`src/rtl/rr_mux_arb_pkg.sv`:
```
// Shared constants and helpers for the round-robin registered selector.
package rr_mux_arb_pkg;

    localparam int ARB_FIXED = 0;
    localparam int ARB_RR    = 1;

    function automatic int clog2(input int v);
        int r;
        r = 0;
        for (int i = 0; i < 31; i++) begin
            if ((1 << i) < v) r = i + 1;
        end
        return r;
    endfunction

    // Source-index width never collapses to zero, even for a single channel.
    function automatic int sw_of(input int n);
        return (clog2(n) < 1) ? 1 : clog2(n);
    endfunction

endpackage

```
`src/rtl/rr_mux_arb_arbiter.sv`:
```
// Grant generator: round-robin pointer register plus combinational priority scan.
module rr_arbiter
    import rr_mux_arb_pkg::*;
#(
    parameter int N  = 2,
    parameter int RR = ARB_RR
) (
    input  logic                  clk,
    input  logic                  rst,
    input  logic [N-1:0]          req,
    input  logic                  adv,
    input  logic [sw_of(N)-1:0]   adv_idx,
    output logic [N-1:0]          grant
);

    localparam int SW = sw_of(N);

    logic [SW-1:0] ptr;
    int unsigned   idx;
    logic          found;

    // Scan starts at ptr in RR mode, at 0 in fixed-priority mode.
    always_comb begin
        grant = '0;
        found = 1'b0;
        idx   = 0;
        for (int unsigned k = 0; k < N; k++) begin
            idx = k;
            if (RR == ARB_RR) begin
                idx = k + 32'(ptr);
                if (idx >= N) idx = idx - N;
            end
            if (!found && req[idx[SW-1:0]]) begin
                grant[idx[SW-1:0]] = 1'b1;
                found = 1'b1;
            end
        end
    end

    always_ff @(posedge clk) begin
        if (rst) begin
            ptr <= '0;
        end else if (RR == ARB_RR && adv) begin
            ptr <= (adv_idx == SW'(N - 1)) ? '0 : adv_idx + SW'(1);
        end
    end

endmodule

```
`src/rtl/rr_mux_arb.sv`:
```
// N-input registered selector with valid/ready handshake and round-robin or fixed arbitration.
module rr_mux_arb
    import rr_mux_arb_pkg::*;
#(
    parameter int WIDTH = 32,
    parameter int N     = 2,
    parameter int RR    = ARB_RR
) (
    input  logic                  clk,
    input  logic                  rst,
    input  logic [N-1:0]          in_valid,
    input  logic [N*WIDTH-1:0]    in_data,
    output logic [N-1:0]          in_ready,
    output logic                  out_valid,
    output logic [WIDTH-1:0]      out_data,
    output logic [sw_of(N)-1:0]   out_src,
    input  logic                  out_ready
);

    localparam int SW = sw_of(N);

    logic [N-1:0]     grant;
    logic             ld;
    logic             xfer;
    logic [WIDTH-1:0] sel_data;
    logic [SW-1:0]    sel_idx;

    rr_arbiter #(
        .N  (N),
        .RR (RR)
    ) u_arb (
        .clk     (clk),
        .rst     (rst),
        .req     (in_valid),
        .adv     (xfer),
        .adv_idx (sel_idx),
        .grant   (grant)
    );

    assign ld       = !out_valid || out_ready;
    assign in_ready = (ld && !rst) ? grant : '0;
    // grant is a subset of in_valid, so any ready bit is a transfer.
    assign xfer     = |in_ready;

    always_comb begin
        sel_data = '0;
        sel_idx  = '0;
        for (int unsigned i = 0; i < N; i++) begin
            if (grant[i]) begin
                sel_data = sel_data | in_data[i*WIDTH +: WIDTH];
                sel_idx  = sel_idx | SW'(i);
            end
        end
    end

    always_ff @(posedge clk) begin
        if (rst) begin
            out_valid <= 1'b0;
            out_data  <= '0;
            out_src   <= '0;
        end else if (ld) begin
            if (xfer) begin
                out_valid <= 1'b1;
                out_data  <= sel_data;
                out_src   <= sel_idx;
            end else begin
                out_valid <= 1'b0;
            end
        end
    end

endmodule

```
`config.mk`:
```
export PLATFORM = sky130hd
export DESIGN_NAME = rr_mux_arb
export DESIGN_NICKNAME = d
export VERILOG_FILES = /design/src/rtl/rr_mux_arb_pkg.sv /design/src/rtl/rr_mux_arb_arbiter.sv /design/src/rtl/rr_mux_arb.sv
export SDC_FILE = /design/constraint.sdc
export NUM_CORES = 1
export LEC_CHECK = 0
export ABC_AREA = 0
export BUFFER_PORTS_ARGS = -buffer_cell sky130_fd_sc_hd__buf_4
export CAP_MARGIN = 20
export CORE_ASPECT_RATIO = 1.75
export CORE_MARGIN = 2
export CORE_UTILIZATION = 42
export DETAILED_ROUTE_END_ITERATION = 8
export PLACE_DENSITY = 0.91
export REMOVE_ABC_BUFFERS = 1
export SLEW_MARGIN = 20
export SYNTH_ARGS = -nofsm -noshare
export SYNTH_HDL_FRONTEND = slang
export SYNTH_SLANG_ARGS = --single-unit
```
`constraint.sdc`:
```
create_clock -name clk -period 2 [get_ports clk]
set_clock_uncertainty 0.2 [all_clocks]
set_input_delay 0.1 -clock clk [delete_from_list [all_inputs] [get_ports clk]]
set_output_delay 0.1 -clock clk [all_outputs]
set_load 0.01 [all_outputs]
```
==> results of run 1 <==
[worst max-delay path by stage]
stage / from / to / slack, ps / cells after the start
finish: in_valid[0] / out_data[7]$_SDFFE_PP0P_ / 40 / 7
global route: in_valid[0] / out_data[7]$_SDFFE_PP0P_ / -30 / 7
detailed placement: u_arb.ptr$_SDFFE_PP0P_ / in_ready[1] / 490 / 5
global placement: u_arb.ptr$_SDFFE_PP0P_ / in_ready[1] / 560 / 5
CTS: in_valid[0] / out_data[7]$_SDFFE_PP0P_ / 20 / 7
floorplan: u_arb.ptr$_SDFFE_PP0P_ / out_src$_SDFFE_PP0P_ / 250 / 3
[repair_timing]
action / 4_1_cts / 5_1_grt
setup endpoints to repair: 0 / 3
hold buffers: 66 / 0
hold endpoints to repair: 34 / 0
resized for setup: 0 / 5
[Yosys cell counts]
master	number
nand2_1	2
clkbuf_1	12
nor2_2	1
a31oi_1	1
nand3_1	1
a21oi_1	2
o21ai_1	32
buf_6	5
dlygate4sd1_1	2
buf_1	1
and3_1	1
a21boi_2	1
inv_2	1
buf_2	4
or3_4	1
dfxtp_1	35
a311oi_1	1
o211ai_1	32
nor3_1	1
a32oi_1	32
or2b_1	1
nor2b_4	1
nand2b_1	1
[state kept, by name, summed over array words and instances (netlist names)]
name and flops:
u_arb.ptr 1, out_src 1, out_valid 1, out_data 32
[worst max-delay path: cells and delay by family]
family                 cells  cell delay [ps]
AOI/OAI and AO/OA          3              380
buffers and inverters      4             1450
[per-stage QoR]
stage,hold slack [ps],TNS (ps),util [%],setup slack (ps)
floorplan,-30.9,0,-,250
global placement,102,0,62.7,558
detailed placement,108,0,62.7,493
CTS,4.41,0,82.4,24.4
global route,23.3,-28.7,83.0,-28.7
finish,7.90,0,83.0,42.5
[metal layers]
metal | part of all wire (%) | up-vias
met2 | 55 | 112
met4 | 7.1 | 0
met5 | 0 | -
met3 | 4.6 | 44
met1 | 33 | 1037
li1 | - | 1013
[layout by cell type, fill, tap and decap left out, drive strengths merged, types with 2 or more instances in the layout]
cell / instances
a21oi: 2
a32oi: 32
buf: 110
clkbuf: 6
dfxtp: 35
dlygate4sd3: 66
nand2: 2
o211ai: 32
o21ai: 32
[power breakdown]
| group | leakage [nW] | switching [W] | total, W | internal (W) |
|---|---|---|---|---|
| logic | 0.973 | 0.000234 | 0.000531 | 0.000298 |
| clock network | 0.0470 | 0.000245 | 0.000515 | 0.000270 |
| registers | 0.288 | 0.0000308 | 0.000779 | 0.000749 |
| total | 1.31 | 0.000509 | 0.00183 | 0.00132 |
[layout make-up]
cell class | count | area share, %
timing repair buffer | 176 | 47.7
inverter | 1 | 0.119
clock inverter | 1 | 0.159
clock buffer | 6 | 2.62
sequential | 35 | 22.3
tap | 48 | 1.91
multi-input combinational | 111 | 25.2
[logic make-up after synthesis]
family	Yosys count	share of synthesized area (%)
AOI/OAI and AO/OA	101	43.9
and+or+nand+nor	10	4.21
DFF	35	42.9
buffers and inverters	25	8.96
==> impl_results.md, run 1 <==
* Status: finished, final reports clean
* Tot GR Track Use at 32.3%
* R2R Path Start: u_arb.ptr$_SDFFE_PP0P_
* Root Buffer: clkbuf_8
* Core area at 3790 um^2
* Hold depth at 3
* Hpwl dp at 3500 um
* Port buffer count at 104
* Footprint of the multi-input gates at 793 um^2
* Final WL at 6950 um
* Vias in the first global route at 2291
* Filler cells at 208
* Met2 Use GR at 58.4%
* Worst Path Arrival at 1930 ps
* DR vias at 2206
* 1st-iter DRT viols at 72
* Critical Path Slowest Stage Cell: dlygate4sd3_1
* Non-Filler Instances at 378
* Worst Setup End Kind: register
* Worst setup SP type: input pin
* Post-synth top area share at 42.9%
* Post-placement cell count at 305
* Die W at 51.1 um
* I/O pin count at 105
* Post-Syn Area at 1630 um^2
* Placed inst area at 2380 um^2
* # rows at 30
* Initial antenna violation count at 0
* Starting Density at 43.1%
* Worst VDD drop at 0.585 mV
* Drt via density at 5.84
* Peak Freq at 511 MHz
* Leakage at 1.31 nW
* Register-to-register setup slack at 110 ps
* Setup-failing EPs final at 0
* Pin slew with the least headroom to its limit at 426 ps
* Post-CTS Setup Inserts at 0
* Synth area leaders: dfxtp_1 (43%), a32oi_1 (17%), o211ai_1 (15%)
* Final Power at 0.00183 W
* M3 GR Usage at 6.38%
* Min-delay worst type: in -> reg
* CP max FO at 19
* Grt met1 use at 30.6%
* Biggest area consumer among synthesized cells: dfxtp_1
* Largest net degree at the start of global routing at 38
* Critical path type: in -> reg
* Max Cap Viol at 0
* PD cells at 580 nW/um^2
* Cts bufs inserted at 5
* DRC at 0
* ANT nets after route at 0
* Final non-filler cell area at 3150 um^2
* Tmin final at 1960 ps
* R2R depth at 5
* Cells after synthesis at 171
* Synthesized flop and latch total at 35
* Worst Hold End: out_valid$_SDFFE_PP0P_
* Synth-to-layout area growth at 92.7%
* CTS tree: built
* Yosys cell types at 23
* H-tree depth at 2
* Synth warn at 0
* Register area share after synthesis at 42.9%
* Per-cell routed wire length at 18.4 um
* Average size of a mapped cell at 9.55 um^2
* Top Usage Layer GRT: met2
* Slew HR at 71.6%
* DR pass1 iterations at 4
* Final hold violation count at 0
* Die height at 86.5 um
* Gpl congestion at 0.752
* Nets at 399
* Clock tree buffer depth at 2
* Gr ovfl total at 0
* First-pass GRT wire length at 10600 um
* Inserted Diodes at 0
* Full die area at 4420 um^2
* Reg-to-reg endpoint: out_data[7]$_SDFFE_PP0P_
* Layout cell share with drive strength beyond 1 at 37.3%
* Critical Path RT at 1970 ps
* Crit path top cell by count: dlygate4sd3_1
* CP cell instances: dlygate4sd3_1 > buf_4 > a21boi_2 > buf_6 > a32oi_2 > dlygate4sd3_1 > o21ai_1
* Clock latency on the worst-skew pair at 290 ps
* HP Start: out_ready
* Fin crit share at 97.9%
* Clock transition at path regs at 70 ps
* FF+latch area at 701 um^2
* TritonCTS sink count at 35
* Slowest stage delay, CP at 580 ps
* Final-report max-slew violation count at 0
Power figures use the tool's default switching activity.
==> run 2, diff against run 1 <==
--- a/config.mk
+++ b/config.mk
@@ -10,9 +10,9 @@
 export CAP_MARGIN = 20
 export CORE_ASPECT_RATIO = 1.75
 export CORE_MARGIN = 2
-export CORE_UTILIZATION = 42
+export CORE_UTILIZATION = 30
 export DETAILED_ROUTE_END_ITERATION = 8
-export PLACE_DENSITY = 0.91
+export PLACE_DENSITY = 0.73
 export REMOVE_ABC_BUFFERS = 1
 export SLEW_MARGIN = 20
 export SYNTH_ARGS = -nofsm -noshare
==> constraint.sdc (replaced) <==
create_clock -name clk -period 1.66 [get_ports clk]
set_clock_uncertainty 0.2 [all_clocks]
set_input_delay 0.083 -clock clk [delete_from_list [all_inputs] [get_ports clk]]
set_output_delay 0.083 -clock clk [all_outputs]
set_load 0.01 [all_outputs]
==> run 2 against run 1 <==
- die area rose by 37%
- non-clock buffer count rose by 5
- global-route usage fell by 8.5 points
- cell count rose by 3.4%
- sequential share of layout area fell by 0.55 points
- clock power rose by 30%
- sequential power rose by 21%
- core utilization fell by 22 points
- critical endpoint is now in_ready[1]
==> impl_results.md, run 2 (synthesis results as in run 1) <==
* Biggest register: out_data
* I/O pin count at 105
* Slowest stage delay, CP at 390 ps
* Max reg flops at 32
* Tot GR Track Use at 23.7%
* Tmin final at 1570 ps
* Per-cell routed wire length at 17.5 um
* TritonCTS sink count at 35
* Die W at 59.8 um
* Clock tree buffer depth at 2
* First-pass GRT wire length at 10900 um
* Final-report max-slew violation count at 0
* Non-Filler Instances at 391
* Initial antenna violation count at 0
* H-tree depth at 2
* ANT nets after route at 0
* CTS tree: built
* PD cells at 699 nW/um^2
* Full die area at 6070 um^2
* Core area at 5260 um^2
* Final Power at 0.00226 W
* DR vias at 2191
* Leakage at 1.35 nW
* DRC at 0
* Cts bufs inserted at 5
* Clock latency on the worst-skew pair at 280 ps
* Most frequent cells in the layout: buf_4 (111), dlygate4sd3_1 (66), dfxtp_1 (34)
* Pre-CTS setup slack at 224 ps
* Most common cell after layout, fill and taps aside: buf_4
* Starting Density at 31.1%
* Max Cap Viol at 0
* Root Buffer: clkbuf_8
* Critical Path Slowest Stage Cell: dfxtp_2
* Inserted Diodes at 0
* Top delay family on crit path: flip-flops
* Nets at 404
* Final hold violation count at 0
* Worst Path Arrival at 1290 ps
* Peak Freq at 637 MHz
* Setup-failing EPs final at 0
* Fin crit share at 94.6%
* Slew HR at 77.5%
* Post-placement cell count at 317
* Vias in the first global route at 2310
* Status: finished, final reports clean
* Die height at 102 um
* CP max FO at 13
* Largest net degree at the start of global routing at 34
* Hpwl dp at 3850 um
* 1st-iter DRT viols at 100
* Crit path buf inv count at 2
* Pin slew with the least headroom to its limit at 338 ps
* Clock transition at path regs at 70 ps
* # rows at 35
* DR pass1 iterations at 4
* Synth-to-layout area growth at 97.9%
* Setup slack after layout at 89.4 ps
* Gr ovfl total at 0
* Layout cell share with drive strength beyond 1 at 38.7%
* Worst setup SP type: register
* Critical Path RT at 1380 ps
* Worst VDD drop at 0.551 mV
* Port buffer count at 104
* Final WL at 6850 um
* Post-Route Utilization at 61.5%
* Critical path type: reg -> out
* Gpl congestion at 0.740
* Min-delay worst type: in -> reg
* CP cell instances: nand2b_4 > buf_6 > nand2_1 > nor3_2 > buf_4
* Drt via density at 5.60
* Worst Setup End Kind: primary output
* Post-CTS Setup Inserts at 0
## run 2: cell count changes in the layout (fill, tap and decap cells not counted), sizes merged
cell    before  now
clkbuf       6    8
clkinv       1    0
buf        110  115
## run 2: final cells by class
cell class / instances / area (um^2)
Timing Repair Buffer: 181 / 1550
Fill cell: 433 / 2020
Sequential cell: 35 / 702
Clock buffer: 8 / 100
Tap cell: 55 / 68.8
Inverter: 1 / 3.75
Multi-Input combinational cell: 111 / 806
## run 2: final timing paths
check | startpoint | endpoint | slack [ps] | cells after the start
worst max-delay path | u_arb.ptr$_SDFFE_PP0P_ | in_ready[1] | 90 | 5
worst min-delay path | out_ready | out_valid$_SDFFE_PP0P_ | 10 | 3
worst max register to register | out_valid$_SDFFE_PP0P_ | out_data[26]$_SDFFE_PP0P_ | 180 | 3
worst min register to register | out_src$_SDFFE_PP0P_ | out_src$_SDFFE_PP0P_ | 270 | 2
## run 2: per-stage QoR
step	TNS (ps)	hold slack [ps]	area [um^2]
finish	0	14.3	3230
global route	-0.336	13.6	3230
CTS	0	1.46	3210
detailed placement	0	94.1	2430
global placement	0	85.6	2430
floorplan	-104	-47.9	1490
## run 2: tightest hold or removal path, delay by kind of cell
family | cells | cell delay [ps]
AND/OR/NAND/NOR | 1 | 180
buffers and inverters | 1 | 100
AO/OA/AOI/OAI | 1 | 80
## run 2: power by group
part | internal, W | total (W) | leakage, nW | switching [W]
registers | 0.000902 | 0.000939 | 0.288 | 0.0000371
logic | 0.000371 | 0.000651 | 1.01 | 0.000280
clock network | 0.000379 | 0.000669 | 0.0515 | 0.000290
total | 0.00165 | 0.00226 | 1.35 | 0.000607
## run 2: what timing repair did
item                                   CTS  global route
endpoints found under the hold margin   34             0
resized for setup                        3             5
pin swaps                                0             0
hold buffers                            66             0
setup endpoints to repair                1             2
## run 2: layer usage
metal	track usage (%)	wire [um]	up-vias
met5	0	0	-
met3	4.85	299	33
met1	24.6	2390	1023
met4	13.5	349	0
li1	-	-	1024
met2	42.4	3820	111
==> run 3, diff against run 2 <==
--- a/config.mk
+++ b/config.mk
@@ -10,9 +10,9 @@
 export CAP_MARGIN = 20
 export CORE_ASPECT_RATIO = 1.75
 export CORE_MARGIN = 2
-export CORE_UTILIZATION = 30
+export CORE_UTILIZATION = 38
 export DETAILED_ROUTE_END_ITERATION = 8
-export PLACE_DENSITY = 0.73
+export PLACE_DENSITY = 0.87
 export REMOVE_ABC_BUFFERS = 1
 export SLEW_MARGIN = 20
 export SYNTH_ARGS = -nofsm -noshare
==> run 3 against run 2 <==
- the flow now finishes with violations (hold timing)
- core utilization increased by 16 points
- non-clock buffer count increased by 1
- sequential share of layout area increased by 0.15 points
- via count increased by 2.0%
- cell count decreased by 1.3%
- maximum frequency decreased by 2.9%
- global-route usage increased by 6.7 points
- worst hold slack got worse by 50 ps
- critical path type unchanged
- highest routed layer unchanged
==> impl_results.md, run 3 (synthesis results as in run 1) <==
* Inserted Diodes at 0
* Sequential power share at 41.5%
* Non-Filler Instances at 386
* Final-report max-slew violation count at 0
* Clock tree buffer depth at 2
* I/O pin count at 105
* Worst Path Arrival at 1330 ps
* Cts bufs inserted at 5
* Port buffer count at 104
* # rows at 31
* Core area at 4150 um^2
* Clock transition at path regs at 70 ps
* Hold depth at 3
* Tmin final at 1620 ps
* Drt via density at 5.79
* R2R depth at 3
* CP cell instances: a21boi_2 > buf_6 > and3_1 > buf_4
* Worst Setup End Kind: primary output
* Crit path buf inv count at 2
* Biggest register: out_data
* Fin crit share at 97.4%
* Post-Route Utilization at 77.5%
* Clk pwr share at 29.8%
* Hold buffers post-CTS at 68
* Clock latency on the worst-skew pair at 290 ps
* Critical Path RT at 1380 ps
* NetSw at 0.000616 W
* Most frequent cells in the layout: buf_4 (110), dlygate4sd3_1 (68), dfxtp_1 (33)
* H-tree depth at 2
* Nets at 405
* Reg-to-reg endpoint: out_valid$_SDFFE_PP0P_
* Hold_ws at -36.1 ps
* Tot GR Track Use at 30.5%
* Pin slew with the least headroom to its limit at 351 ps
* Full die area at 4860 um^2
* Post-placement cell count at 309
* Gpl congestion at 0.736
* Starting Density at 39.3%
* Slew HR at 76.6%
* ANT nets after route at 0
* Synth-to-layout area growth at 96.9%
* Failing checks: hold timing
* Gr ovfl total at 0
* Die height at 90.7 um
* Top delay family on crit path: flip-flops
* R2R Path Start: out_valid$_SDFFE_PP0P_
* First-pass GRT wire length at 11100 um
* Max reg flops at 32
* PD cells at 704 nW/um^2
* Setup crit end: in_ready[0]
* Status: finished, violations left
* Critical path type: reg -> out
* Vias in the first global route at 2261
* Slowest stage delay, CP at 340 ps
* CTS tree: built
* Post-CTS Setup Inserts at 0
* Min-delay worst type: in -> reg
* Root Buffer: clkbuf_8
* Placed inst area at 2400 um^2
* DRC at 0
* Combinational share of power at 28.8%
* TritonCTS sink count at 35
* CP max FO at 20
* Final non-filler cell area at 3220 um^2
* Most common cell after layout, fill and taps aside: buf_4
* Die W at 53.6 um
* Layout cell share with drive strength beyond 1 at 38.9%
* Critical Path Slowest Stage Cell: dfxtp_2
* DR pass1 iterations at 5
* Final hold violation count at 1
* Max Cap Viol at 0
* RSZ-0062 raised after global routing: true
* Peak Freq at 618 MHz
* Net Sw Frac at 27.2%
* Filler cells at 246
* Worst setup SP type: register
* Crit path from: u_arb.ptr$_SDFFE_PP0P_
* Initial antenna violation count at 0
* Setup-failing EPs final at 0
* Hpwl dp at 3680 um
* Register-to-register setup slack at 100 ps
* 1st-iter DRT viols at 81
* DR vias at 2235
* Largest net degree at the start of global routing at 34
* Internal power at 0.00165 W
* Worst VDD drop at 0.600 mV
* Levels on crit path at 4
* Final WL at 6960 um
* Leakage at 1.34 nW
* Per-cell routed wire length at 18.0 um
[run 3: per-layer routing]
metal / vias up / routed length, um / GRT usage, %
li1: 1026 / - / -
met1: 1035 / 2450 / 35.1
met2: 130 / 3660 / 49.4
met3: 44 / 398 / 5.46
met4: 0 / 457 / 18.8
met5: - / 0 / 0
[run 3: what timing repair did]
item	CTS	global route
endpoints found under the hold margin	35	1
resized for setup	2	6
gates cloned	1	0
endpoints found under the setup margin	1	3
[run 3: worst min path at each step]
stage          startpoint                      to  slack (ps)
2_1_floorplan         rst  out_valid$_SDFFE_PP0P_         -50
3_3_place_gp          rst  out_valid$_SDFFE_PP0P_          90
3_5_place_dp          rst  out_valid$_SDFFE_PP0P_         100
4_1_cts         out_ready  u_arb.ptr$_SDFFE_PP0P_          30
5_1_grt         out_ready  u_arb.ptr$_SDFFE_PP0P_          -2
6_report        out_ready  u_arb.ptr$_SDFFE_PP0P_         -40
[run 3: worst min-delay path, stage by stage]
cell      delay (ps)
buf_4            100
or2b_4           130
a311oi_1          90
[run 3: per-stage QoR]
step	setup TNS [ps]	setup WS [ps]	power, W
2_1_floorplan	-104	-90.5	0.00113
3_3_place_gp	0	281	0.00143
3_5_place_dp	0	240	0.00144
4_1_cts	0	3.45	0.00224
5_1_grt	-0.374	-0.374	0.00235
6_report	0	42.6	0.00227
[run 3: cell type report]
class                      instances  area, um^2  area share (%)
clock buffer                       8         100            3.11
multi-input combinational        111         802            24.9
sequential                        35         703            21.9
inverter                           1        3.75           0.117
timing repair buffer             182        1550            48.1
tap                               49        61.3            1.91
[run 3: power by group through the flow]
stage | registers (W) | logic, W | clock network, W
finish | 0.000939 | 0.000651 | 0.000674
global route | 0.000944 | 0.000695 | 0.000711
CTS | 0.000935 | 0.000625 | 0.000681
detailed placement | 0.000954 | 0.000489 | 0
global placement | 0.000951 | 0.000480 | 0
floorplan | 0.000979 | 0.000155 | 0
